==> src/rtl/cpu_pc_monitor_shared_pkg.sv <==
// Types shared by the CPU PC monitor producer (XRTL) and its HVL consumer.
// Trigger entries, the trigger buffer loaded from HVL, and the captured record.
package cpu_pc_monitor_shared_pkg;

  localparam int CPU_PC_NUMBER_OF_TRIGGERS = 8;
  localparam int CPU_PC_COUNTER_SIZE       = 32;
  localparam int CPU_PC_FIFO_DEPTH         = 4;

  typedef struct packed {
    logic        valid;
    logic [31:0] pc_trigger;
  } packed_pc_trigger_s;

  typedef packed_pc_trigger_s packed_pc_trigger_t;

  typedef packed_pc_trigger_t [CPU_PC_NUMBER_OF_TRIGGERS-1:0] packed_pc_trigger_buf_t;

  typedef struct packed {
    logic [31:0]                    r1;
    logic [31:0]                    r2;
    logic [31:0]                    r3;
    logic [31:0]                    r4;
    logic [31:0]                    r5;
    logic [CPU_PC_COUNTER_SIZE-1:0] clock_count;
    logic [31:0]                    pc;
  } packed_pc_monitor_s;

  typedef packed_pc_monitor_s packed_pc_monitor_t;

  // True when any valid entry holds exactly this PC; invalid entries never match.
  function automatic bit pc_hit(packed_pc_trigger_buf_t trig_tbl, bit [31:0] pc_in);
    pc_hit = 1'b0;
    for (int i = 0; i < CPU_PC_NUMBER_OF_TRIGGERS; i++) begin
      if (trig_tbl[i].valid && (trig_tbl[i].pc_trigger == pc_in)) begin
        pc_hit = 1'b1;
      end
    end
  endfunction

endpackage

==> src/rtl/cpu_pc_record_fifo.sv <==
// First-word-fall-through synchronous FIFO; the head word is visible while not empty.
// A push into a full FIFO succeeds only when a pop happens in the same cycle.
module cpu_pc_record_fifo #(
  parameter int WIDTH = 32,
  parameter int DEPTH = 4,
  localparam int AW   = $clog2(DEPTH)
) (
  input  logic             clk,
  input  logic             rst_n,
  input  logic             push,
  input  logic [WIDTH-1:0] push_data,
  input  logic             pop,
  output logic [WIDTH-1:0] pop_data,
  output logic             full,
  output logic             empty,
  output logic [AW:0]      level
);

  logic [WIDTH-1:0] mem [DEPTH];
  logic [AW-1:0]    wr_ptr_reg;
  logic [AW-1:0]    rd_ptr_reg;
  logic [AW:0]      level_reg;
  logic             do_push;
  logic             do_pop;

  assign empty   = (level_reg == '0);
  assign full    = (level_reg == (AW+1)'(DEPTH));
  assign level   = level_reg;
  assign do_pop  = pop && !empty;
  assign do_push = push && (!full || do_pop);

  // Head is forced to zero while empty so stale storage never leaks out.
  assign pop_data = empty ? '0 : mem[rd_ptr_reg];

  always_ff @(posedge clk) begin
    if (do_push) begin
      mem[wr_ptr_reg] <= push_data;
    end
  end

  always_ff @(posedge clk or negedge rst_n) begin
    if (!rst_n) begin
      wr_ptr_reg <= '0;
      rd_ptr_reg <= '0;
      level_reg  <= '0;
    end else begin
      if (do_push) begin
        wr_ptr_reg <= wr_ptr_reg + AW'(1);
      end
      if (do_pop) begin
        rd_ptr_reg <= rd_ptr_reg + AW'(1);
      end
      case ({do_push, do_pop})
        2'b10:   level_reg <= level_reg + (AW+1)'(1);
        2'b01:   level_reg <= level_reg - (AW+1)'(1);
        default: level_reg <= level_reg;
      endcase
    end
  end

endmodule

==> src/rtl/cpu_pc_trigger_capture.sv <==
// Compares every retired PC against the HVL-loaded trigger table and queues a
// {r1..r5, cycle stamp, pc} record on a hit for the downstream transactor.
module cpu_pc_trigger_capture
  import cpu_pc_monitor_shared_pkg::*;
#(
  parameter int NUM_TRIGGERS = CPU_PC_NUMBER_OF_TRIGGERS,
  parameter int COUNTER_SIZE = CPU_PC_COUNTER_SIZE,
  parameter int FIFO_DEPTH   = CPU_PC_FIFO_DEPTH,
  parameter int OVF_WIDTH    = 16
) (
  input  logic                                clk,
  input  logic                                rst_n,
  input  logic                                enable,
  input  logic                                trig_load,
  input  packed_pc_trigger_t [NUM_TRIGGERS-1:0] trig_buf,
  input  logic                                trig_clear,
  input  logic                                pc_valid,
  input  logic [31:0]                         pc,
  input  logic [31:0]                         r1,
  input  logic [31:0]                         r2,
  input  logic [31:0]                         r3,
  input  logic [31:0]                         r4,
  input  logic [31:0]                         r5,
  output logic                                rec_valid,
  output packed_pc_monitor_t                  rec_data,
  input  logic                                rec_ready,
  output logic [$clog2(FIFO_DEPTH):0]         fifo_level,
  output logic [OVF_WIDTH-1:0]                ovf_count,
  output logic                                armed
);

  localparam int REC_W = $bits(packed_pc_monitor_t);

  logic [1:0]               rst_sync_reg;
  logic                     srst_n;
  packed_pc_trigger_buf_t   table_view;
  logic [COUNTER_SIZE-1:0]  cnt_reg;
  logic                     s1_valid_reg;
  logic                     s1_match_reg;
  packed_pc_monitor_t       s1_rec_reg;
  packed_pc_monitor_t       s1_rec_next;
  logic                     hit;
  logic                     pop;
  logic                     fifo_full;
  logic                     fifo_empty;
  logic                     drop;
  logic [REC_W-1:0]         head_data;
  logic [OVF_WIDTH-1:0]     ovf_count_reg;

  // Reset asserts immediately but releases on a clock edge.
  always_ff @(posedge clk or negedge rst_n) begin
    if (!rst_n) begin
      rst_sync_reg <= 2'b00;
    end else begin
      rst_sync_reg <= {rst_sync_reg[0], 1'b1};
    end
  end
  assign srst_n = rst_sync_reg[1];

  // NUM_TRIGGERS must not exceed the buffer size; unused slots read as invalid.
  genvar gi;
  generate
    for (gi = 0; gi < CPU_PC_NUMBER_OF_TRIGGERS; gi++) begin : g_tbl
      if (gi < NUM_TRIGGERS) begin : g_live
        packed_pc_trigger_t entry_reg;
        always_ff @(posedge clk or negedge srst_n) begin
          if (!srst_n) begin
            entry_reg <= '0;
          end else if (trig_clear) begin
            entry_reg.valid <= 1'b0;
          end else if (trig_load) begin
            entry_reg <= trig_buf[gi];
          end
        end
        assign table_view[gi] = entry_reg;
      end else begin : g_pad
        assign table_view[gi] = '0;
      end
    end
  endgenerate

  always_comb begin
    armed = 1'b0;
    for (int i = 0; i < CPU_PC_NUMBER_OF_TRIGGERS; i++) begin
      armed = armed | table_view[i].valid;
    end
  end

  always_ff @(posedge clk or negedge srst_n) begin
    if (!srst_n) begin
      cnt_reg <= '0;
    end else if (enable) begin
      cnt_reg <= cnt_reg + COUNTER_SIZE'(1);
    end
  end

  always_comb begin
    s1_rec_next             = '0;
    s1_rec_next.r1          = r1;
    s1_rec_next.r2          = r2;
    s1_rec_next.r3          = r3;
    s1_rec_next.r4          = r4;
    s1_rec_next.r5          = r5;
    s1_rec_next.clock_count = CPU_PC_COUNTER_SIZE'(cnt_reg);
    s1_rec_next.pc          = pc;
  end

  // The match is taken against the table as it stands in the PC's own cycle,
  // so a same-cycle load or clear only affects later compares.
  always_ff @(posedge clk or negedge srst_n) begin
    if (!srst_n) begin
      s1_valid_reg <= 1'b0;
      s1_match_reg <= 1'b0;
      s1_rec_reg   <= '0;
    end else begin
      s1_valid_reg <= pc_valid && enable;
      s1_match_reg <= pc_hit(table_view, pc);
      if (pc_valid && enable) begin
        s1_rec_reg <= s1_rec_next;
      end
    end
  end

  assign hit  = s1_valid_reg && s1_match_reg;
  assign pop  = rec_valid && rec_ready;
  assign drop = hit && fifo_full && !pop;

  cpu_pc_record_fifo #(
    .WIDTH (REC_W),
    .DEPTH (FIFO_DEPTH)
  ) u_fifo (
    .clk       (clk),
    .rst_n     (srst_n),
    .push      (hit),
    .push_data (s1_rec_reg),
    .pop       (pop),
    .pop_data  (head_data),
    .full      (fifo_full),
    .empty     (fifo_empty),
    .level     (fifo_level)
  );

  assign rec_valid = !fifo_empty;
  assign rec_data  = head_data;

  always_ff @(posedge clk or negedge srst_n) begin
    if (!srst_n) begin
      ovf_count_reg <= '0;
    end else if (drop && (ovf_count_reg != '1)) begin
      ovf_count_reg <= ovf_count_reg + OVF_WIDTH'(1);
    end
  end
  assign ovf_count = ovf_count_reg;

endmodule

==> config.mk <==
export PLATFORM = sky130hd
export DESIGN_NAME = cpu_pc_trigger_capture
export DESIGN_NICKNAME = d
export VERILOG_FILES = /design/src/rtl/cpu_pc_monitor_shared_pkg.sv /design/src/rtl/cpu_pc_record_fifo.sv /design/src/rtl/cpu_pc_trigger_capture.sv
export SDC_FILE = /design/constraint.sdc
export NUM_CORES = 2
export LEC_CHECK = 0
export CAP_MARGIN = 40
export CORE_AREA = 3 3 327 329
export CTS_BUF_LIST = sky130_fd_sc_hd__clkbuf_4
export CTS_CLUSTER_DIAMETER = 120
export DETAILED_ROUTE_END_ITERATION = 7
export DIE_AREA = 0 0 330 332
export PLACE_DENSITY = 0.79
export SKIP_CTS_REPAIR_TIMING = 1
export SLEW_MARGIN = 30
export SYNTH_ARGS = -nofsm -noshare
export SYNTH_HDL_FRONTEND = slang
export SYNTH_SLANG_ARGS = --single-unit
==> constraint.sdc <==
create_clock -name clk -period 18.6 [get_ports clk]
set_input_delay 1.86 -clock clk [delete_from_list [all_inputs] [get_ports clk]]
set_output_delay 1.86 -clock clk [all_outputs]
set_load 0.005 [all_outputs]
==> metrics.txt <==
placed cells 5,064; leakage power 26.17 nW; status complete, no violations; GR Overflow Total 0; layout cell share with drive strength beyond 1 0.3239; area of the multi-input gates 15,950 um2; clk_lat worst skew 1210 ps; post-route minimum period 6497 ps; CTS Buffer Depth 4; xor/xnor share of the synthesized area 0.04693; Top FF cell, synth edfxtp_1; Reg area between 40,000 and 50,000 um2; largest net degree at the start of global routing between 100 and 150; CP endpoint kind output pin; PwrDens ~120 nW/um2; die span in x approximately 330 um; Slowest cell on crit path dfrtp_4; main combinational cell family by area after synthesis multiplexers; Die Span Y 332 um; Final Instance Count excl. Fillers 5,757; Clock Sinks approximately 1,400; Synth area leader edfxtp_1; Cell Area, Synth 57,300 um2; Synth-to-Final Area Change 24.20%; IO Count 708; initial antenna violation count 24; First-pass DRT Iterations 5; Hold Vio Cnt, Final 0; post-synthesis compound-gate area fraction 0.001048; Residual DRC 0; Tot GR Track Use 0.2642; initial core utilization 0.5521; drt wl/cell 25.02 um; Post-synth EDFFs 896; first-pass GRT wire length 212,800 um; crit path DAT between 4000 and 5000 ps; Critical Path Fanout Max 68; Yosys top cell area share 0.4696; Mapped Cells 3,068; most area-consuming cells after synthesis edfxtp_1 (47%), dfrtp_1 (24%), mux2_2 (9.5%), mux4_2 (8.8%), xnor2_1 (2.6%); Crit Path Category reg2out; worst-margin pin slew 891.2 ps; Max stage delay on crit path 920 ps; RR Endpoint u_fifo.mem[3][31]; RSZ-0062 raised after global routing no; Num CTS Buffers 377; CTS tree built; # rows 118; initial drt markers 2,297; r2r setup slk 14,970 ps; Startpoint Class flop; number of max-cap violations 0; Post-DP HPWL 96,070 um; Hold Crit Class reg2async; Post-Synth Adder-Cell Area 0.001878; Vias/cell 5.566; max FFs per register 896; clk_skew 128.5 ps; post-synthesis sequential area ratio 0.7084; fmax between 150 and 200 MHz; Root Buffer clkbuf_4; core area 103,800 um2; Detail Route Antenna Nets 0; Syn Area/Cell 18.68 um2; crit-path cells buf_6, buf_4, mux4_2, and2_1, clkdlybuf4s50_1; vias in the first global route 34,020; pins over their slew limit 0; R2R Path Start u_fifo.level[2]; Synth Net Count 3,539; Post-Layout Inst Area roughly 71,000 um2; Setup Viol. Count Final 0; period utilization 0.3493; Port Buf Inserts 707; simple-gate area share of the yosys netlist 0.04352; Design Power 8.872 mW; Reg clk slew, reported paths 60 ps; WP data required 16,740 ps; total wire length 144,100 um; Rel. slew slack 0.4059; placed cell area around 66,000 um2; post-synthesis mux area share 0.1844; post-synth cell types 37; die footprint 109,600 um2; GPL Wtd Cong 0.8470; most frequent cell after synthesis edfxtp_1; FF+latch count, synth 1,443; Peak VDD IR between 0.1 and 0.15 mV; H-tree Lvls 5; vias 32,040; fill count ~6,800; Nets 4,542; Fin Setup TNS 0 ps; Synth Warn # 0; FF-to-FF path depth 7; Commonest cells post-synth edfxtp_1 (896), dfrtp_1 (547), mux2_2 (483), and2_1 (232), mux4_2 (224); ys async rst share 0.3791
per-stage QoR:
step / hold WS [ps] / worst slack (ps) / util
after global placement: 337.8 / 12750 / 0.6343
after detailed placement: 335.6 / 12910 / 0.6377
after floorplan: 331.2 / 2225 / -
after global routing: 368.5 / 11820 / 0.6856
after CTS: 350.5 / 11870 / 0.6832
final: 340.0 / 12100 / 0.6857
area by class of cell:
| class | count | share of cell area |
|---|---|---|
| clock inverter | 85 | 0.005362 |
| sequential | 1443 | 0.5706 |
| antenna | 21 | 0.0007384 |
| inverter | 7 | 0.0004395 |
| tap | 1380 | 0.02426 |
| timing repair buffer | 788 | 0.1135 |
| multi-input combinational | 1454 | 0.2241 |
| clock buffer | 579 | 0.06108 |
worst max path at each step:
stage / startpoint / slack (ps) / cells past startpoint / to
after floorplan: rst_sync_reg[1] / 2220 / 0 / cnt_reg[0]
after global placement: rec_ready / 12750 / 6 / u_fifo.mem[2][114]
after detailed placement: rec_ready / 12910 / 7 / u_fifo.mem[3][43]
after CTS: u_fifo.rd_ptr_reg[1] / 11870 / 5 / rec_data[31]
after global routing: u_fifo.rd_ptr_reg[1] / 11820 / 5 / rec_data[31]
final: u_fifo.rd_ptr_reg[1] / 12100 / 5 / rec_data[32]
worst max-delay path, delay by kind of cell, from the launching register on:
family        cells  cell delay [ps]
buf+inv           3             1870
mux               1              410
flops             1              920
simple gates      1              190
per-layer routing:
metal / share of wire / up-vias / wire length (um) / track usage
met1: 0.37 / 16420 / 52950 / 0.3234
met2: 0.51 / 1401 / 72970 / 0.4390
li1: - / 13940 / - / -
met5: 0.00056 / - / 80 / 0
met3: 0.086 / 273 / 12440 / 0.07317
met4: 0.039 / 12 / 5623 / 0.1199
cell families after synthesis:
family,after synthesis
flops,1443
xor+xnor,307
mux,715
fa+ha+maj,8
compound gates,8
buf+inv,171
simple gates,415
other cells,1
where the power goes:
part,leakage (nW),internal [mW],switching (mW)
sequential,14.8,3.64,0.213
clock,2.85,1.43,1.23
combinational,8.53,1.40,0.965
total,26.2,6.47,2.41
cells in the final DEF (no fill, tap or decap), types with 4 or more instances in the layout:
cell type        count
ha_1                 7
mux2_2             483
clkinv_1            62
diode_2             21
buf_2                5
mux4_2             224
inv_1                6
clkbuf_4           579
xor2_1             135
nor4_1              34
mux2i_1              8
xnor2_1            172
dfrtp_1            544
clkdlybuf4s50_1    702
o22ai_1              4
inv_2                5
nor2_1              19
buf_6                7
and2_1             228
nand2_1             24
nand3_1             22
nand4_1             54
buf_16               9
nor3_1               8
buf_12              16
clkinv_2            12
edfxtp_1           896
buf_4               48
and2_4               4
and3_1               8
and4_1               4
No activity file was read; power rests on OpenSTA's default activity.
